### src/rtl/quadrature_decoder_if.sv
// Bus bundle between a quadrature source and the decoder: encoder phases and
// clear toward the decoder, position/status back from it.
interface quadrature_decoder_if #(
  parameter int unsigned WIDTH = 4
);
  logic             a;
  logic             b;
  logic             clr;
  logic [WIDTH-1:0] out;
  logic             dir;
  logic             step;
  logic             err;
  logic             sat;

  // Source side: drives phases and clear, observes the decoded state
  modport master (
    output a, b, clr,
    input  out, dir, step, err, sat
  );

  // Decoder side
  modport slave (
    input  a, b, clr,
    output out, dir, step, err, sat
  );
endinterface

### src/rtl/quadrature_decoder.sv
// Quadrature decoder: synchronizes the A/B phases, decodes Gray-code steps
// into up/down events, keeps a saturating position and flags illegal jumps.
module quadrature_decoder #(
  parameter int unsigned WIDTH       = 4,
  parameter int unsigned SYNC_STAGES = 2
) (
  input logic                 clk,
  input logic                 rst_n,
  quadrature_decoder_if.slave bus
);

  localparam int unsigned CNT_W = 3;
  localparam logic [WIDTH-1:0] OUT_MAX = '1;

  typedef enum logic {
    ST_INIT = 1'b0,
    ST_RUN  = 1'b1
  } state_t;

  state_t                 state_q, state_d;
  logic [SYNC_STAGES-1:0] a_sync_q, b_sync_q;
  logic [1:0]             s;
  logic [1:0]             prev_q, prev_d;
  logic [CNT_W-1:0]       cnt_q, cnt_d;
  logic [WIDTH-1:0]       out_q, out_d;
  logic                   dir_q, dir_d;
  logic                   step_q, step_d;
  logic                   err_q, err_d;
  logic                   ev_up, ev_dn, ev_bad;

  // Input synchronizers, one shift chain per phase
  always_ff @(posedge clk or negedge rst_n) begin
    if (!rst_n) begin
      a_sync_q <= '0;
      b_sync_q <= '0;
    end else begin
      a_sync_q <= {a_sync_q[SYNC_STAGES-2:0], bus.a};
      b_sync_q <= {b_sync_q[SYNC_STAGES-2:0], bus.b};
    end
  end

  assign s = {a_sync_q[SYNC_STAGES-1], b_sync_q[SYNC_STAGES-1]};

  // Classify the previous->current phase pair
  always_comb begin
    ev_up  = 1'b0;
    ev_dn  = 1'b0;
    ev_bad = 1'b0;
    case ({prev_q, s})
      4'b00_01, 4'b01_11, 4'b11_10, 4'b10_00: ev_up  = 1'b1;
      4'b00_10, 4'b10_11, 4'b11_01, 4'b01_00: ev_dn  = 1'b1;
      4'b00_11, 4'b11_00, 4'b01_10, 4'b10_01: ev_bad = 1'b1;
      default: ;
    endcase
  end

  // Next state and next register values; clear overrides count and error
  always_comb begin
    state_d = state_q;
    cnt_d   = cnt_q;
    prev_d  = prev_q;
    out_d   = out_q;
    dir_d   = dir_q;
    step_d  = 1'b0;
    err_d   = err_q;

    case (state_q)
      ST_INIT: begin
        // Wait until the synchronizer output holds a real post-reset sample
        if (cnt_q == CNT_W'(SYNC_STAGES)) begin
          prev_d  = s;
          state_d = ST_RUN;
        end else begin
          cnt_d = cnt_q + CNT_W'(1);
        end
      end
      ST_RUN: begin
        prev_d = s;
        if (ev_up) begin
          step_d = 1'b1;
          dir_d  = 1'b0;
          if (out_q != OUT_MAX) out_d = out_q + WIDTH'(1);
        end else if (ev_dn) begin
          step_d = 1'b1;
          dir_d  = 1'b1;
          if (out_q != '0) out_d = out_q - WIDTH'(1);
        end else if (ev_bad) begin
          err_d = 1'b1;
        end
      end
      default: state_d = ST_INIT;
    endcase

    if (bus.clr) begin
      out_d = '0;
      err_d = 1'b0;
    end
  end

  // State and output registers
  always_ff @(posedge clk or negedge rst_n) begin
    if (!rst_n) begin
      state_q <= ST_INIT;
      cnt_q   <= '0;
      prev_q  <= 2'b00;
      out_q   <= '0;
      dir_q   <= 1'b0;
      step_q  <= 1'b0;
      err_q   <= 1'b0;
    end else begin
      state_q <= state_d;
      cnt_q   <= cnt_d;
      prev_q  <= prev_d;
      out_q   <= out_d;
      dir_q   <= dir_d;
      step_q  <= step_d;
      err_q   <= err_d;
    end
  end

  assign bus.out  = out_q;
  assign bus.dir  = dir_q;
  assign bus.step = step_q;
  assign bus.err  = err_q;
  assign bus.sat  = (out_q == '0) || (out_q == OUT_MAX);

endmodule

### src/flat_wrapper.sv
// flat-port wrapper written by rule: the top's interface ports become plain ports
module quadrature_decoder_flat 
#(
  parameter int unsigned WIDTH       = 4,
  parameter int unsigned SYNC_STAGES = 2
)
  (clk, rst_n, bus_a, bus_b, bus_clr, bus_out, bus_dir, bus_step, bus_err, bus_sat);
  quadrature_decoder_if #(.WIDTH(WIDTH)) bus_i ();
  input logic clk;
  input logic rst_n;
  input wire logic [$bits(bus_i.a)-1:0] bus_a;
  input wire logic [$bits(bus_i.b)-1:0] bus_b;
  input wire logic [$bits(bus_i.clr)-1:0] bus_clr;
  output wire logic [$bits(bus_i.out)-1:0] bus_out;
  output wire logic [$bits(bus_i.dir)-1:0] bus_dir;
  output wire logic [$bits(bus_i.step)-1:0] bus_step;
  output wire logic [$bits(bus_i.err)-1:0] bus_err;
  output wire logic [$bits(bus_i.sat)-1:0] bus_sat;
  assign bus_i.a = bus_a;
  assign bus_i.b = bus_b;
  assign bus_i.clr = bus_clr;
  assign bus_out = bus_i.out;
  assign bus_dir = bus_i.dir;
  assign bus_step = bus_i.step;
  assign bus_err = bus_i.err;
  assign bus_sat = bus_i.sat;
  quadrature_decoder #(.WIDTH(WIDTH), .SYNC_STAGES(SYNC_STAGES)) u_core (.clk(clk), .rst_n(rst_n), .bus(bus_i));
endmodule
### config.mk
export PLATFORM = sky130hd
export DESIGN_NAME = quadrature_decoder_flat
export DESIGN_NICKNAME = d
export VERILOG_FILES = /design/src/rtl/quadrature_decoder_if.sv /design/src/rtl/quadrature_decoder.sv /design/src/flat_wrapper.sv
export SDC_FILE = /design/constraint.sdc
export NUM_CORES = 1
export LEC_CHECK = 0
export CAP_MARGIN = 25
export CORE_MARGIN = 4
export CORE_UTILIZATION = 30
export DETAILED_ROUTE_END_ITERATION = 10
export GPL_ROUTABILITY_DRIVEN = 1
export PLACE_DENSITY = 0.48
export SLEW_MARGIN = 10
export SYNTH_ARGS = -nofsm -noshare
export SYNTH_HDL_FRONTEND = slang
export SYNTH_SLANG_ARGS = --single-unit
### constraint.sdc
create_clock -name clk -period 3.2 [get_ports clk]
set_input_delay 0.96 -clock clk [delete_from_list [all_inputs] [get_ports clk]]
set_output_delay 0.96 -clock clk [all_outputs]
set_load 0.05 [all_outputs]
==> results of run 1 <==
-- placed cells by master (no fill, tap or decap), drive strengths merged, types with 2 or more instances in the layout --
master	n
dfrtp	17
clkdlybuf4s50	11
nand2	6
a21oi	6
xnor2	6
xor2	5
nor2	4
ha	4
clkbuf	3
inv	3
o21ai	3
mux2i	2
mux2	2
-- cell families (layout without fill, tap and decap cells) --
| logic type | Yosys count | count (layout) | synth area share [%] |
|---|---|---|---|
| DFF | 17 | 17 | 52.7 |
| and+or+nand+nor | 17 | 17 | 12.6 |
| xor gates and xnor gates | 11 | 11 | 12.9 |
| AOI/OAI and AO/OA | 10 | 10 | 6.51 |
| adders and majority gates | 5 | 5 | 8.68 |
| muxes | 4 | 4 | 5.27 |
| buffers and inverters | 3 | 19 | 1.40 |
-- repair_timing --
action	CTS	global route
endpoints found under the setup margin	0	1
buffers inserted	0	0
gates resized for setup	0	1
-- worst paths after layout --
kind,from,end,slack [ns]
min reg2reg,u_core.a_sync_q[0],u_core.a_sync_q[1],0.36
max reg2reg,u_core.a_sync_q[1],u_core.bus.out[3],0.94
max,u_core.bus.out[0],bus_sat,0.42
max in group asynchronous,rst_n,u_core.cnt_q[2],1.63
min,u_core.a_sync_q[0],u_core.a_sync_q[1],0.36
min in group asynchronous,rst_n,u_core.bus.out[1],1.10
-- stage by stage --
| stage | util, % | std cells | power [W] | hold slack, ns |
|---|---|---|---|---|
| 2_1_floorplan | - | 67 | 0.000626 | 0.331 |
| 3_3_place_gp | 38.2 | 109 | 0.000761 | 0.334 |
| 3_5_place_dp | 38.2 | 109 | 0.000768 | 0.336 |
| 4_1_cts | 39.4 | 113 | 0.000889 | 0.361 |
| 5_1_grt | 39.5 | 113 | 0.000935 | 0.367 |
| 6_report | 39.5 | 113 | 0.000870 | 0.358 |
-- state kept, by name, summed over array words and instances, names as in the netlist --
signal           count
u_core.bus.step      1
u_core.state_q       1
u_core.bus.dir       1
u_core.a_sync_q      2
u_core.bus.out       4
u_core.bus.err       1
u_core.prev_q        2
u_core.b_sync_q      2
u_core.cnt_q         3
-- layout make-up --
cell class | instances | area, um^2 | area share, %
sequential | 17 | 425 | 42.7
multi-input combinational | 47 | 370 | 37.1
timing repair buffer | 12 | 123 | 12.3
tap | 30 | 37.5 | 3.76
clock buffer | 3 | 22.5 | 2.26
inverter | 3 | 11.3 | 1.13
clock inverter | 1 | 7.51 | 0.753
-- layer usage --
metal,wire length [um],global-route usage [%],share of wire (%)
met1,653,11.6,48
met2,632,14.7,46
met4,13,3.80,0.95
met3,66,4.54,4.8
met5,0,0,0
-- power by group --
group / total (W) / switching, W / internal [W]
registers: 0.000293 / 0.0000437 / 0.000249
clock network: 0.000115 / 0.0000675 / 0.0000475
logic: 0.000462 / 0.000279 / 0.000183
==> flow_metrics.py, run 1 <==
metrics = {
    "run_status": {
        "status": "complete, no violations",
    },
    "grt": {
        "antenna_found_initial": 0,
        "grt_usage_pct": 9.58,
        "first_global_vias": 493,
        "grt_max_degree": 18,
        "overflow": 0,
        "grt_pass1_wl_mm": 2.45,
    },
    "synthesis": {
        "synth_nets": 77,
        "synth-warning-count": 0,
        "synth-seq-cells": 17,
        "synth_edf_count": 0,
        "synth_most_common_cell": "dfrtp_1",
        "synth-async-reset-ratio_pct": 100,
        "netlist_area_um2": 807,
        "synth_top_area_cell": "dfrtp_1",
        "seq_area_frac_synth_pct": 52.7,
        "postSynthAreaPerCell_um2": 12.0,
        "synth-main-ff-cell": "dfrtp_1",
        "synth_commonest_cells": "17 x dfrtp_1, 6 x a21oi_1, 6 x nand2_1",
        "synth_top_area_share_pct": 52.7,
        "synthTopCellsByArea": "dfrtp_1 53%, ha_1 6.2%, xnor2_1 5.4%, xor2_1 5.4%, a21oi_1 3.7%",
        "ys_types": 23,
        "synth_cells": 67,
    },
    "floorplanning": {
        "core_mm2": 0.00252,
        "ios": 13,
        "initial_utilization_pct": 32.0,
        "die_height_um": 59.9,
        "die_area_mm2": 0.00358,
        "chipWidth_um": 59.9,
        "fp-row-count": 18,
    },
    "placement": {
        "dp_hpwl_mm": 1.07,
        "dp_slack_ns": 0.354,
        "place_area_um2": 965,
        "numPortBuffers": 12,
        "gp_routability_congestion": 0.731,
    },
    "clock_network": {
        "cts_buffer_depth": 2,
        "clock-sinks": 17,
        "ctsHoldBuffers": 0,
        "cts.reportedPaths.clkPinSlew_ns": 0.10,
        "insertion_delay_ns": 0.29,
        "cts_buffers": 3,
        "htreeDepth": 1,
        "cts_tree": "yes",
        "cts_root_buf": "clkbuf_4",
    },
    "routing": {
        "num_vias": 502,
        "antenna_left": 0,
        "first_pass_iters": 1,
        "routedWlPerCell_um": 12.1,
        "routed_via_density": 4.44,
        "drt_iter0_markers": 0,
        "drc": 0,
        "drt-total-wl_mm": 1.37,
    },
    "worst_setup_path": {
        "path_class": "reg2out",
        "r2r_cells": 8,
        "worstPathArrival_ns": 1.82,
        "crit_path_cell_trace": "or4_1 -> nand2_1 -> dlymetal6s2s_1",
        "crit_path_top_delay_cell": "or4_1",
        "max_stage_delay_ns": 0.57,
        "cp_top_family": "simple AND/OR/NAND/NOR gates",
        "crit_required_ns": 2.24,
        "worstSetupEndpointType": "output port",
        "cp.depth": 3,
        "critPathMaxFanout": 6,
        "critPathBufInv": 1,
        "start_kind": "flop",
    },
    "sta": {
        "finalHoldViolCount": 0,
        "layout_setup_ws_ns": 0.417,
        "fmax_ghz": 0.359,
        "rsz0062_at_grt": "no",
        "timing_worst_slew_pin_value_ns": 0.745,
        "skew_ns": 0.00762,
        "timing.setup.tns_ns": 0,
        "fin_crit_sh_pct": 87.0,
        "maxSlewViolCount": 0,
        "min_period_ns": 2.78,
        "slew_headroom_pct": 50.2,
        "finalSetupViolations": 0,
    },
    "cells_and_area": {
        "fillers": 252,
        "num_antenna_cells": 0,
        "fin_area_um2": 997,
        "drive_above_1_share_pct": 8.43,
        "nets": 94,
        "areaGrowthSynthToFinish_pct": 23.6,
    },
    "pwr": {
        "power_leakage_nw": 0.438,
        "irDropWorstVdd_mv": 0.494,
        "power_density_mw_per_mm2": 872,
    },
    "flow_run": {
        "max_cap_violations": 0,
    },
    "hold_path": {
        "whs_path_depth": 0,
        "hp-class": "reg2reg",
    },
}
No activity file was read; power rests on OpenSTA's default activity.
==> run 2: changes to the inputs <==
--- a/config.mk
+++ b/config.mk
@@ -10,6 +10,7 @@
 export CORE_UTILIZATION = 30
 export DETAILED_ROUTE_END_ITERATION = 10
 export GPL_ROUTABILITY_DRIVEN = 1
+export HOLD_SLACK_MARGIN = 0.15
 export PLACE_DENSITY = 0.48
 export SLEW_MARGIN = 10
 export SYNTH_ARGS = -nofsm -noshare
==> results of run 2 <==
Same layout as run 1: the final DEF is identical, and so are final timing and power.
==> run 3: changes to the inputs <==
--- a/config.mk
+++ b/config.mk
@@ -8,6 +8,7 @@
 export CAP_MARGIN = 25
 export CORE_MARGIN = 4
 export CORE_UTILIZATION = 30
+export CTS_CLUSTER_SIZE = 25
 export DETAILED_ROUTE_END_ITERATION = 10
 export GPL_ROUTABILITY_DRIVEN = 1
 export HOLD_SLACK_MARGIN = 0.15
==> results of run 3 <==
Same layout as run 1: the final DEF is identical, and so are final timing and power.
